**config.mk**
```make
export PLATFORM = sky130hd
export DESIGN_NAME = mem_arbiter
export DESIGN_NICKNAME = d
export VERILOG_FILES = /design/src/rtl/mem_arbiter.sv
export SDC_FILE = /design/constraint.sdc
export NUM_CORES = 1
export LEC_CHECK = 0
export BUFFER_PORTS_ARGS = -buffer_cell sky130_fd_sc_hd__buf_2
export CAP_MARGIN = 10
export CORE_UTILIZATION = 40
export DETAILED_ROUTE_END_ITERATION = 16
export HOLD_SLACK_MARGIN = 0.1
export PLACE_DENSITY = 0.71
export SYNTH_ARGS = -nofsm -noshare
export SYNTH_HDL_FRONTEND = slang
export SYNTH_SLANG_ARGS = --single-unit
```
**constraint.sdc**
```tcl
create_clock -name CLK -period 1.8 [get_ports CLK]
set_clock_uncertainty 0.2 [all_clocks]
set_input_delay 0.09 -clock CLK [delete_from_list [all_inputs] [get_ports CLK]]
set_output_delay 0.09 -clock CLK [all_outputs]
set_load 0.1 [all_outputs]
```
**src/rtl/mem_arbiter.sv**
```systemverilog
// mem_arbiter: round-robin arbiter sharing one block memory between the I-cache (read-only) and D-cache.
// Each access is registered at grant and held until the memory drops busywait or the ack watchdog fires.
module mem_arbiter #(
  parameter int ADDR_W      = 6,
  parameter int DATA_W      = 32,
  parameter int ACK_TIMEOUT = 4
) (
  input  logic              CLK,
  input  logic              RESET,
  input  logic              i_read,
  input  logic [ADDR_W-1:0] i_address,
  output logic [DATA_W-1:0] i_readdata,
  output logic              i_busywait,
  input  logic              d_read,
  input  logic              d_write,
  input  logic [ADDR_W-1:0] d_address,
  input  logic [DATA_W-1:0] d_writedata,
  output logic [DATA_W-1:0] d_readdata,
  output logic              d_busywait,
  output logic              mem_read,
  output logic              mem_write,
  output logic [ADDR_W-1:0] mem_address,
  output logic [DATA_W-1:0] mem_writedata,
  input  logic [DATA_W-1:0] mem_readdata,
  input  logic              mem_busywait,
  output logic              arb_err
);
  typedef enum logic [2:0] {IDLE, ISSUE_I, WAIT_I, RESP_I, ISSUE_D, WAIT_D, RESP_D} state_t;
  localparam int CW = $clog2(ACK_TIMEOUT + 1);
  state_t          state;
  logic            last_d;
  logic [CW-1:0]   cnt;
  logic            req_i, req_d, win_d, on_d;
  assign req_i      = i_read;
  assign req_d      = d_read | d_write;
  // contention goes to the port that was not served last
  assign win_d      = req_d & (~req_i | ~last_d);
  assign on_d       = (state == ISSUE_D) | (state == WAIT_D);
  assign i_busywait = req_i & (state != RESP_I);
  assign d_busywait = req_d & (state != RESP_D);
  always_ff @(posedge CLK or negedge RESET) begin
    if (!RESET) begin
      state         <= IDLE;
      last_d        <= 1'b0;
      cnt           <= '0;
      mem_read      <= 1'b0;
      mem_write     <= 1'b0;
      mem_address   <= '0;
      mem_writedata <= '0;
      i_readdata    <= '0;
      d_readdata    <= '0;
      arb_err       <= 1'b0;
    end else begin
      case (state)
        IDLE: if (!mem_busywait && (req_i || req_d)) begin
          mem_address   <= win_d ? d_address : i_address;
          mem_writedata <= win_d ? d_writedata : '0;
          mem_read      <= win_d ? ~d_write : 1'b1;
          mem_write     <= win_d & d_write;
          last_d        <= win_d;
          cnt           <= '0;
          state         <= win_d ? ISSUE_D : ISSUE_I;
        end
        ISSUE_I, ISSUE_D: if (mem_busywait) begin
          state <= on_d ? WAIT_D : WAIT_I;
        end else if (cnt == CW'(ACK_TIMEOUT - 1)) begin
          arb_err   <= 1'b1;
          mem_read  <= 1'b0;
          mem_write <= 1'b0;
          if (on_d) d_readdata <= '0;
          else i_readdata <= '0;
          state     <= on_d ? RESP_D : RESP_I;
        end else begin
          cnt <= cnt + CW'(1);
        end
        WAIT_I, WAIT_D: if (!mem_busywait) begin
          if (mem_read && on_d) d_readdata <= mem_readdata;
          if (mem_read && !on_d) i_readdata <= mem_readdata;
          mem_read  <= 1'b0;
          mem_write <= 1'b0;
          state     <= on_d ? RESP_D : RESP_I;
        end
        default: state <= IDLE;
      endcase
    end
  end
endmodule

```
==> results of run 1 <==
[what timing repair did]
item                                    CTS  global route
endpoints found under the hold margin   220             0
pin swaps                                 0            10
endpoints found under the setup margin   65           134
cloned                                    1            12
resized for setup                        13            82
setup buffers                             2             2
hold buffers                             82             0
[worst max-delay path: stages (launching register included)]
cell and delay (ns):
dfrtp_1 0.36, ha_2 0.20, ha_4 0.14, mux2i_1 0.06, or4_4 0.54, clkbuf_16 0.23, nand2_1 0.07, o21ai_1 0.06
[through the flow]
step / setup WS [ns] / util
finish: -0.173 / 0.666
global route: -0.227 / 0.666
CTS: -0.118 / 0.622
detailed placement: -0.246 / 0.519
global placement: -0.209 / 0.519
floorplan: -0.162 / -
[cell usage after synthesis, types with 4 or more instances]
| cell type | n |
|---|---|
| o21ai_0 | 70 |
| buf_2 | 11 |
| o21ai_2 | 18 |
| clkbuf_1 | 12 |
| dfrtp_1 | 112 |
| inv_1 | 5 |
| nor2_1 | 7 |
| buf_4 | 4 |
| buf_6 | 8 |
| mux2i_1 | 7 |
| a21oi_1 | 5 |
| nand2_1 | 173 |
| o21ai_1 | 20 |
[how the worst min path moves through the flow]
stage                endpoint  slack (ns)  depth (start not counted)
2_1_floorplan         arb_err       -0.41                          0
3_3_place_gp   i_readdata[17]       -0.08                          1
3_5_place_dp   d_readdata[17]       -0.07                          1
4_1_cts         d_readdata[7]        0.28                          2
5_1_grt         d_readdata[7]        0.29                          2
6_report       i_readdata[24]        0.28                          2
[routing by layer]
layer / up-vias / wire [µm]
li1: 2194 / -
met1: 2302 / 6310
met2: 269 / 7740
met3: 37 / 1440
met4: 0 / 389
met5: - / 0
[layout make-up]
type,instances,area [µm²]
clock inverter,3,17.5
tap,143,179
timing repair buffer,310,2420
multi-input combinational,335,1900
inverter,5,18.8
clock buffer,12,256
fill,811,3810
sequential,112,2810
[state kept, by name, summed over array words and instances, names as in the netlist]
signal	count
last_d	1
i_readdata	32
mem_read	1
mem_write	1
arb_err	1
mem_writedata	32
state	3
mem_address	6
d_readdata	32
cnt	3
[kinds of logic after synthesis]
kind of cell,count (synthesis)
AOI/OAI and AO/OA,128
buffers and inverters,40
and+or+nand+nor,196
DFF,112
muxes,7
adders and majority gates,3
xor gates and xnor gates,1
==> impl_metrics.prom, run 1 <==
# TYPE chip_impl_metric gauge
chip_impl_metric{name="numPortBuffers",unit=""} 188
chip_impl_metric{name="drive_above_1_share",unit=""} 0.399
chip_impl_metric{name="floorplan.die.height",unit="µm"} 110
chip_impl_info{name="r2r_start",value="cnt[0]"} 1
chip_impl_metric{name="core_area",unit="µm²"} 11400
chip_impl_metric{name="clock_latency_late_sink",unit="ns"} 0.35
chip_impl_metric{name="starting_utilization_of_the_core_area",unit=""} 0.411
chip_impl_metric{name="drv.max_cap_violation_count",unit=""} 0
chip_impl_metric{name="chipWidth",unit="µm"} 110
chip_impl_metric{name="synth_seq_cells",unit=""} 112
chip_impl_info{name="worstHoldStart",value="i_readdata[24]"} 1
chip_impl_metric{name="final_critical_path_setup_slack",unit="ns"} -0.173
chip_impl_metric{name="timing.final.hold_violations",unit=""} 0
chip_impl_info{name="cts_tree",value="built"} 1
chip_impl_metric{name="min_period",unit="ns"} 1.97
chip_impl_metric{name="synth_top_area_share",unit=""} 0.597
chip_impl_metric{name="clkSlewWorstSetupHoldPaths",unit="ns"} 0.07
chip_impl_info{name="critical_path.endpoint",value="d_readdata[6]"} 1
chip_impl_metric{name="timing_max_transition_violations_final",unit=""} 0
chip_impl_metric{name="grt_util_met2",unit=""} 0.354
chip_impl_metric{name="groute.usage.overall",unit=""} 0.225
chip_impl_metric{name="antenna_found_initial",unit=""} 0
chip_impl_metric{name="finalSetupTns",unit="ns"} -8.45
chip_impl_metric{name="synth_compound_gate_area_share",unit=""} 0.161
chip_impl_metric{name="grt_pass1_wl",unit="µm"} 20800
chip_impl_metric{name="stdcell_area",unit="µm²"} 7600
chip_impl_metric{name="required_time_at_the_endpoint_of_the_critical_path",unit="ns"} 1.83
chip_impl_metric{name="finalNetCount",unit=""} 858
chip_impl_info{name="critPathKind",value="register to register"} 1
chip_impl_metric{name="ff2ff_setup_slack",unit="ns"} -0.17
chip_impl_metric{name="via_count",unit=""} 4802
chip_impl_metric{name="initialDrtViolationCount",unit=""} 335
chip_impl_metric{name="gr-total-overflow",unit=""} 0
chip_impl_metric{name="grt_util_met1",unit=""} 0.284
chip_impl_metric{name="die-area",unit="µm²"} 12200
chip_impl_metric{name="syn_nets",unit=""} 572
chip_impl_info{name="synth_top_cell_by_area",value="dfrtp_1"} 1
chip_impl_metric{name="numPlacedInstances",unit=""} 807
chip_impl_metric{name="finish.cell_count_without_fillers",unit=""} 920
chip_impl_info{name="clock-root-buffer",value="clkbuf_16"} 1
chip_impl_metric{name="final_min_period_over_clock_period",unit=""} 1.10
chip_impl_metric{name="max_slew_margin",unit=""} 0.653
chip_impl_info{name="rsz0062_at_grt",value="true"} 1
chip_impl_metric{name="synth_cell_types",unit=""} 36
chip_impl_metric{name="ys_seq_area_frac",unit=""} 0.597
chip_impl_info{name="layout_commonest_cell",value="buf_2"} 1
chip_impl_info{name="startpoint",value="cnt[0]"} 1
chip_impl_metric{name="max_freq",unit="MHz"} 507
chip_impl_info{name="crit-reg2reg-capture",value="d_readdata[6]"} 1
chip_impl_metric{name="htree_levels",unit=""} 3
chip_impl_metric{name="vias_per_cell",unit=""} 5.22
chip_impl_info{name="outcome",value="complete, but fails checks"} 1
chip_impl_metric{name="whs",unit="ns"} 0.275
chip_impl_metric{name="syn_area",unit="µm²"} 4690
chip_impl_metric{name="cts_inserted_buffers",unit=""} 9
chip_impl_info{name="hold_class",value="register to register"} 1
chip_impl_info{name="startpoint_type",value="register"} 1
chip_impl_info{name="ys_top_cells_by_area",value="dfrtp_1, nand2_1, o21ai_0"} 1
chip_impl_info{name="violations",value="negative setup slack"} 1
chip_impl_metric{name="number_of_antenna_repair_diodes",unit=""} 0
chip_impl_info{name="combinational_family_with_the_most_area_after_synthesis",value="simple AND/OR/NAND/NOR gates"} 1
chip_impl_metric{name="count_of_flip_flops_with_a_built_in_enable_after_synthesis",unit=""} 0
chip_impl_metric{name="avgSynthCellArea",unit="µm²"} 9.63
chip_impl_metric{name="first_pass_iters",unit=""} 5
chip_impl_metric{name="floorplan.io_pins",unit=""} 189
chip_impl_metric{name="gp_congestion",unit=""} 0.795
chip_impl_metric{name="netlist_instances",unit=""} 487
chip_impl_info{name="highest_count_cells_in_the_layout_ignoring_fill_and_taps",value="buf_2, nand2_1, dfrtp_1"} 1
chip_impl_metric{name="placement.cell_area",unit="µm²"} 5920
chip_impl_metric{name="synthAdderAreaFrac",unit=""} 0.00800
chip_impl_metric{name="drt.antenna.violating_nets",unit=""} 0
chip_impl_metric{name="r2r_cells",unit=""} 7
chip_impl_metric{name="num_rows",unit=""} 39
chip_impl_info{name="critPathCaptureType",value="register"} 1
chip_impl_metric{name="clkSinkCount",unit=""} 112
chip_impl_info{name="synth-main-ff-cell",value="dfrtp_1"} 1
chip_impl_info{name="busiest_layer",value="met2"} 1
chip_impl_metric{name="critical_path_arrival",unit="ns"} 2.01
chip_impl_metric{name="synth.mux.area_fraction",unit=""} 0.0149
chip_impl_metric{name="timing.critical_path.fanout_max",unit=""} 16
chip_impl_metric{name="setup_violations",unit=""} 66
chip_impl_metric{name="ys.warnings.count",unit=""} 0
chip_impl_metric{name="fraction_of_registers_with_async_set_or_reset_after_synthesis",unit=""} 1.00
chip_impl_metric{name="detailed_place_hpwl",unit="µm"} 7850
chip_impl_metric{name="grt_pass1_vias",unit=""} 4279
chip_impl_metric{name="grt_start_max_net_pins",unit=""} 79
chip_impl_metric{name="simple_gate_area_share_of_the_yosys_netlist",unit=""} 0.166
chip_impl_metric{name="wl_per_cell",unit="µm"} 17.3
chip_impl_metric{name="drc",unit=""} 0
chip_impl_metric{name="worst_slew_pin_slew",unit="ns"} 0.521
chip_impl_metric{name="route.final.wire_length",unit="µm"} 15900
chip_impl_metric{name="global_route.usage.met3",unit=""} 0.0741
chip_impl_metric{name="clock_tree_buf_depth",unit=""} 2
chip_impl_metric{name="areaGrowthSynthToFinish",unit="%"} 62.1
chip_impl_metric{name="synth_xor_area_frac",unit=""} 0.00187
Power of run 1 is not shown: default switching activity piles up to over one toggle a cycle in this logic, so the estimate is an artifact.
==> inputs of run 2 (changes only) <==
--- a/config.mk
+++ b/config.mk
@@ -11,6 +11,7 @@
 export DETAILED_ROUTE_END_ITERATION = 16
 export HOLD_SLACK_MARGIN = 0.1
 export PLACE_DENSITY = 0.71
+export REMOVE_ABC_BUFFERS = 1
 export SYNTH_ARGS = -nofsm -noshare
 export SYNTH_HDL_FRONTEND = slang
 export SYNTH_SLANG_ARGS = --single-unit
==> run 2 against run 1 <==
The flow still finishes with violations (negative setup slack). Sequential share of layout area is 0.080 points lower. Worst hold slack worse by 0.0028 ns. Die area stayed put. Count of clock-buffer cells in the layout is 2 lower. Non-clock buffer count fell by 3. First-iteration DRC count up 34%. Routed wire length is 1.4% lower. Utilization rose by 0.055 points. Final cell count fell by 0.22%. Final area hardly changed. Setup slack worse by 0.051 ns. Critical endpoint is now d_readdata[4].
==> impl_metrics.prom, run 2 (synthesized netlist as in run 1, its figures left out) <==
# TYPE chip_impl_metric gauge
chip_impl_info{name="hold-path-endpoint",value="mem_writedata[27]"} 1
chip_impl_metric{name="via_count",unit=""} 4763
chip_impl_metric{name="num_rows",unit=""} 39
chip_impl_metric{name="max_freq",unit="MHz"} 494
chip_impl_info{name="violations",value="negative setup slack"} 1
chip_impl_metric{name="cts_inserted_buffers",unit=""} 9
chip_impl_metric{name="die-area",unit="µm²"} 12200
chip_impl_metric{name="floorplan.io_pins",unit=""} 189
chip_impl_metric{name="drt.antenna.violating_nets",unit=""} 0
chip_impl_metric{name="starting_utilization_of_the_core_area",unit=""} 0.411
chip_impl_metric{name="finalNetCount",unit=""} 855
chip_impl_info{name="rsz0062_at_grt",value="true"} 1
chip_impl_metric{name="groute.usage.overall",unit=""} 0.228
chip_impl_metric{name="setup_violations",unit=""} 64
chip_impl_metric{name="multiInputGateArea",unit="µm²"} 1910
chip_impl_metric{name="clkSlewWorstSetupHoldPaths",unit="ns"} 0.07
chip_impl_metric{name="finish.cell_count_without_fillers",unit=""} 918
chip_impl_metric{name="final_min_period_over_clock_period",unit=""} 1.12
chip_impl_metric{name="gp_congestion",unit=""} 0.846
chip_impl_metric{name="numPortBuffers",unit=""} 188
chip_impl_metric{name="chipWidth",unit="µm"} 110
chip_impl_metric{name="grt_pass1_vias",unit=""} 4450
chip_impl_metric{name="sequential_cell_area",unit="µm²"} 2800
chip_impl_metric{name="worst_slew_pin_slew",unit="ns"} 0.527
chip_impl_info{name="hold_class",value="register to register"} 1
chip_impl_info{name="registers_with_the_highest_flip_flop_counts",value="d_readdata x32, i_readdata x32, mem_writedata x32"} 1
chip_impl_metric{name="clkSinkCount",unit=""} 112
chip_impl_metric{name="ff2ff_setup_slack",unit="ns"} -0.22
chip_impl_metric{name="hold_path_depth",unit=""} 2
chip_impl_metric{name="wl_met3",unit="µm"} 1340
chip_impl_metric{name="antenna_found_initial",unit=""} 0
chip_impl_metric{name="number_of_antenna_repair_diodes",unit=""} 0
chip_impl_info{name="critPathKind",value="register to register"} 1
chip_impl_metric{name="timing.final.hold_violations",unit=""} 0
chip_impl_metric{name="r2r_cells",unit=""} 6
chip_impl_metric{name="grt_start_max_net_pins",unit=""} 79
chip_impl_metric{name="critical_path_arrival",unit="ns"} 2.08
chip_impl_metric{name="drive_above_1_share",unit=""} 0.400
chip_impl_metric{name="first_pass_iters",unit=""} 5
chip_impl_info{name="worstHoldStart",value="mem_writedata[27]"} 1
chip_impl_info{name="clock-root-buffer",value="clkbuf_16"} 1
chip_impl_metric{name="required_time_at_the_endpoint_of_the_critical_path",unit="ns"} 1.86
chip_impl_metric{name="detailed_place_hpwl",unit="µm"} 7700
chip_impl_metric{name="drc",unit=""} 0
chip_impl_metric{name="vias_per_cell",unit=""} 5.19
chip_impl_info{name="dr.max_layer_used",value="met4"} 1
chip_impl_info{name="r2r_start",value="cnt[0]"} 1
chip_impl_metric{name="met2_wirelength",unit="µm"} 7810
chip_impl_metric{name="core_area",unit="µm²"} 11400
chip_impl_metric{name="numPlacedInstances",unit=""} 804
chip_impl_metric{name="max_slew_margin",unit=""} 0.651
chip_impl_info{name="layout_commonest_cell",value="buf_2"} 1
chip_impl_metric{name="initialDrtViolationCount",unit=""} 450
chip_impl_metric{name="drt-met1-wl",unit="µm"} 6200
chip_impl_metric{name="timing_max_transition_violations_final",unit=""} 0
chip_impl_metric{name="min_period",unit="ns"} 2.02
chip_impl_metric{name="gr-total-overflow",unit=""} 0
chip_impl_metric{name="grt_pass1_wl",unit="µm"} 21200
chip_impl_metric{name="htree_levels",unit=""} 3
chip_impl_metric{name="areaGrowthSynthToFinish",unit="%"} 62.2
chip_impl_info{name="crit-reg2reg-capture",value="d_readdata[4]"} 1
chip_impl_info{name="critPathCaptureType",value="register"} 1
chip_impl_info{name="outcome",value="complete, but fails checks"} 1
chip_impl_metric{name="wl_per_cell",unit="µm"} 17.1
chip_impl_metric{name="clock_latency_late_sink",unit="ns"} 0.35
chip_impl_metric{name="whs",unit="ns"} 0.272
chip_impl_metric{name="route.final.wire_length",unit="µm"} 15700
chip_impl_metric{name="final_critical_path_setup_slack",unit="ns"} -0.224
chip_impl_metric{name="timing.critical_path.fanout_max",unit=""} 16
chip_impl_info{name="startpoint_type",value="register"} 1
chip_impl_metric{name="num-fill-cells",unit=""} 812
chip_impl_metric{name="clock_tree_buf_depth",unit=""} 2
chip_impl_info{name="highest_count_cells_in_the_layout_ignoring_fill_and_taps",value="buf_2, nand2_1, dfrtp_1"} 1
chip_impl_metric{name="floorplan.die.height",unit="µm"} 110
chip_impl_info{name="cts_tree",value="built"} 1
chip_impl_metric{name="drv.max_cap_violation_count",unit=""} 0
run 2: cell types whose count changed in the layout (fill, tap and decap cells not counted), moves of 2 or more:
cell       previous run  this run
nor2_4                2         0
clkbuf_16            19        14
o21ai_2              29        27
nand2_4               8        16
nand2_2              15        13
buf_4                15        18
buf_12               11         8
bufinv_16             0         4
buf_16                1         4
nor2_2                1         3
nand2_1             150       144
run 2: routing by layer:
metal / vias to the layer above / global-route usage
met2: 261 / 0.398
li1: 2194 / -
met5: - / 0
met1: 2282 / 0.275
met4: 0 / 0.0799
met3: 26 / 0.0506
run 2: through the flow:
stage | utilization | TNS, ns | worst slack, ns | cell area (µm²)
floorplan | - | -77.23 | -1.21 | 4470
detailed placement | 0.513 | -12.92 | -0.275 | 5860
CTS | 0.636 | -8.62 | -0.163 | 7270
global placement | 0.513 | -8.82 | -0.206 | 5860
global route | 0.667 | -15.91 | -0.326 | 7610
finish | 0.667 | -10.98 | -0.224 | 7610
run 2: how the worst max path moves through the flow:
stage,endpoint,startpoint
finish,d_readdata[4],cnt[0]
CTS,d_readdata[1],cnt[0]
global placement,d_readdata[11],cnt[0]
detailed placement,d_readdata[8],cnt[1]
global route,i_readdata[6],cnt[1]
floorplan,d_readdata[10],mem_read
run 2: critical path, cell delays in order (launching register included):
cell and delay [ns]:
dfrtp_1 0.36, ha_2 0.20, ha_4 0.14, mux2i_1 0.06, or4_4 0.56, buf_16 0.22, o21ai_1 0.19
run 2: cell type report:
type	count	area share
Clock buffer	10	0.0314
Timing Repair Buffer	307	0.307
Multi-Input combinational cell	335	0.251
Inverter	5	0.00247
Clock inverter	6	0.0171
Sequential cell	112	0.368
Tap cell	143	0.0235
run 2: timing repair:
item	CTS	global route
gates cloned	4	8
buffers inserted	2	2
endpoints found under the hold margin	219	0
hold buffers	82	0
pin swaps	10	18
gates resized for setup	32	67
setup endpoints to repair	67	107
Power of run 2 is left out for the same reason.
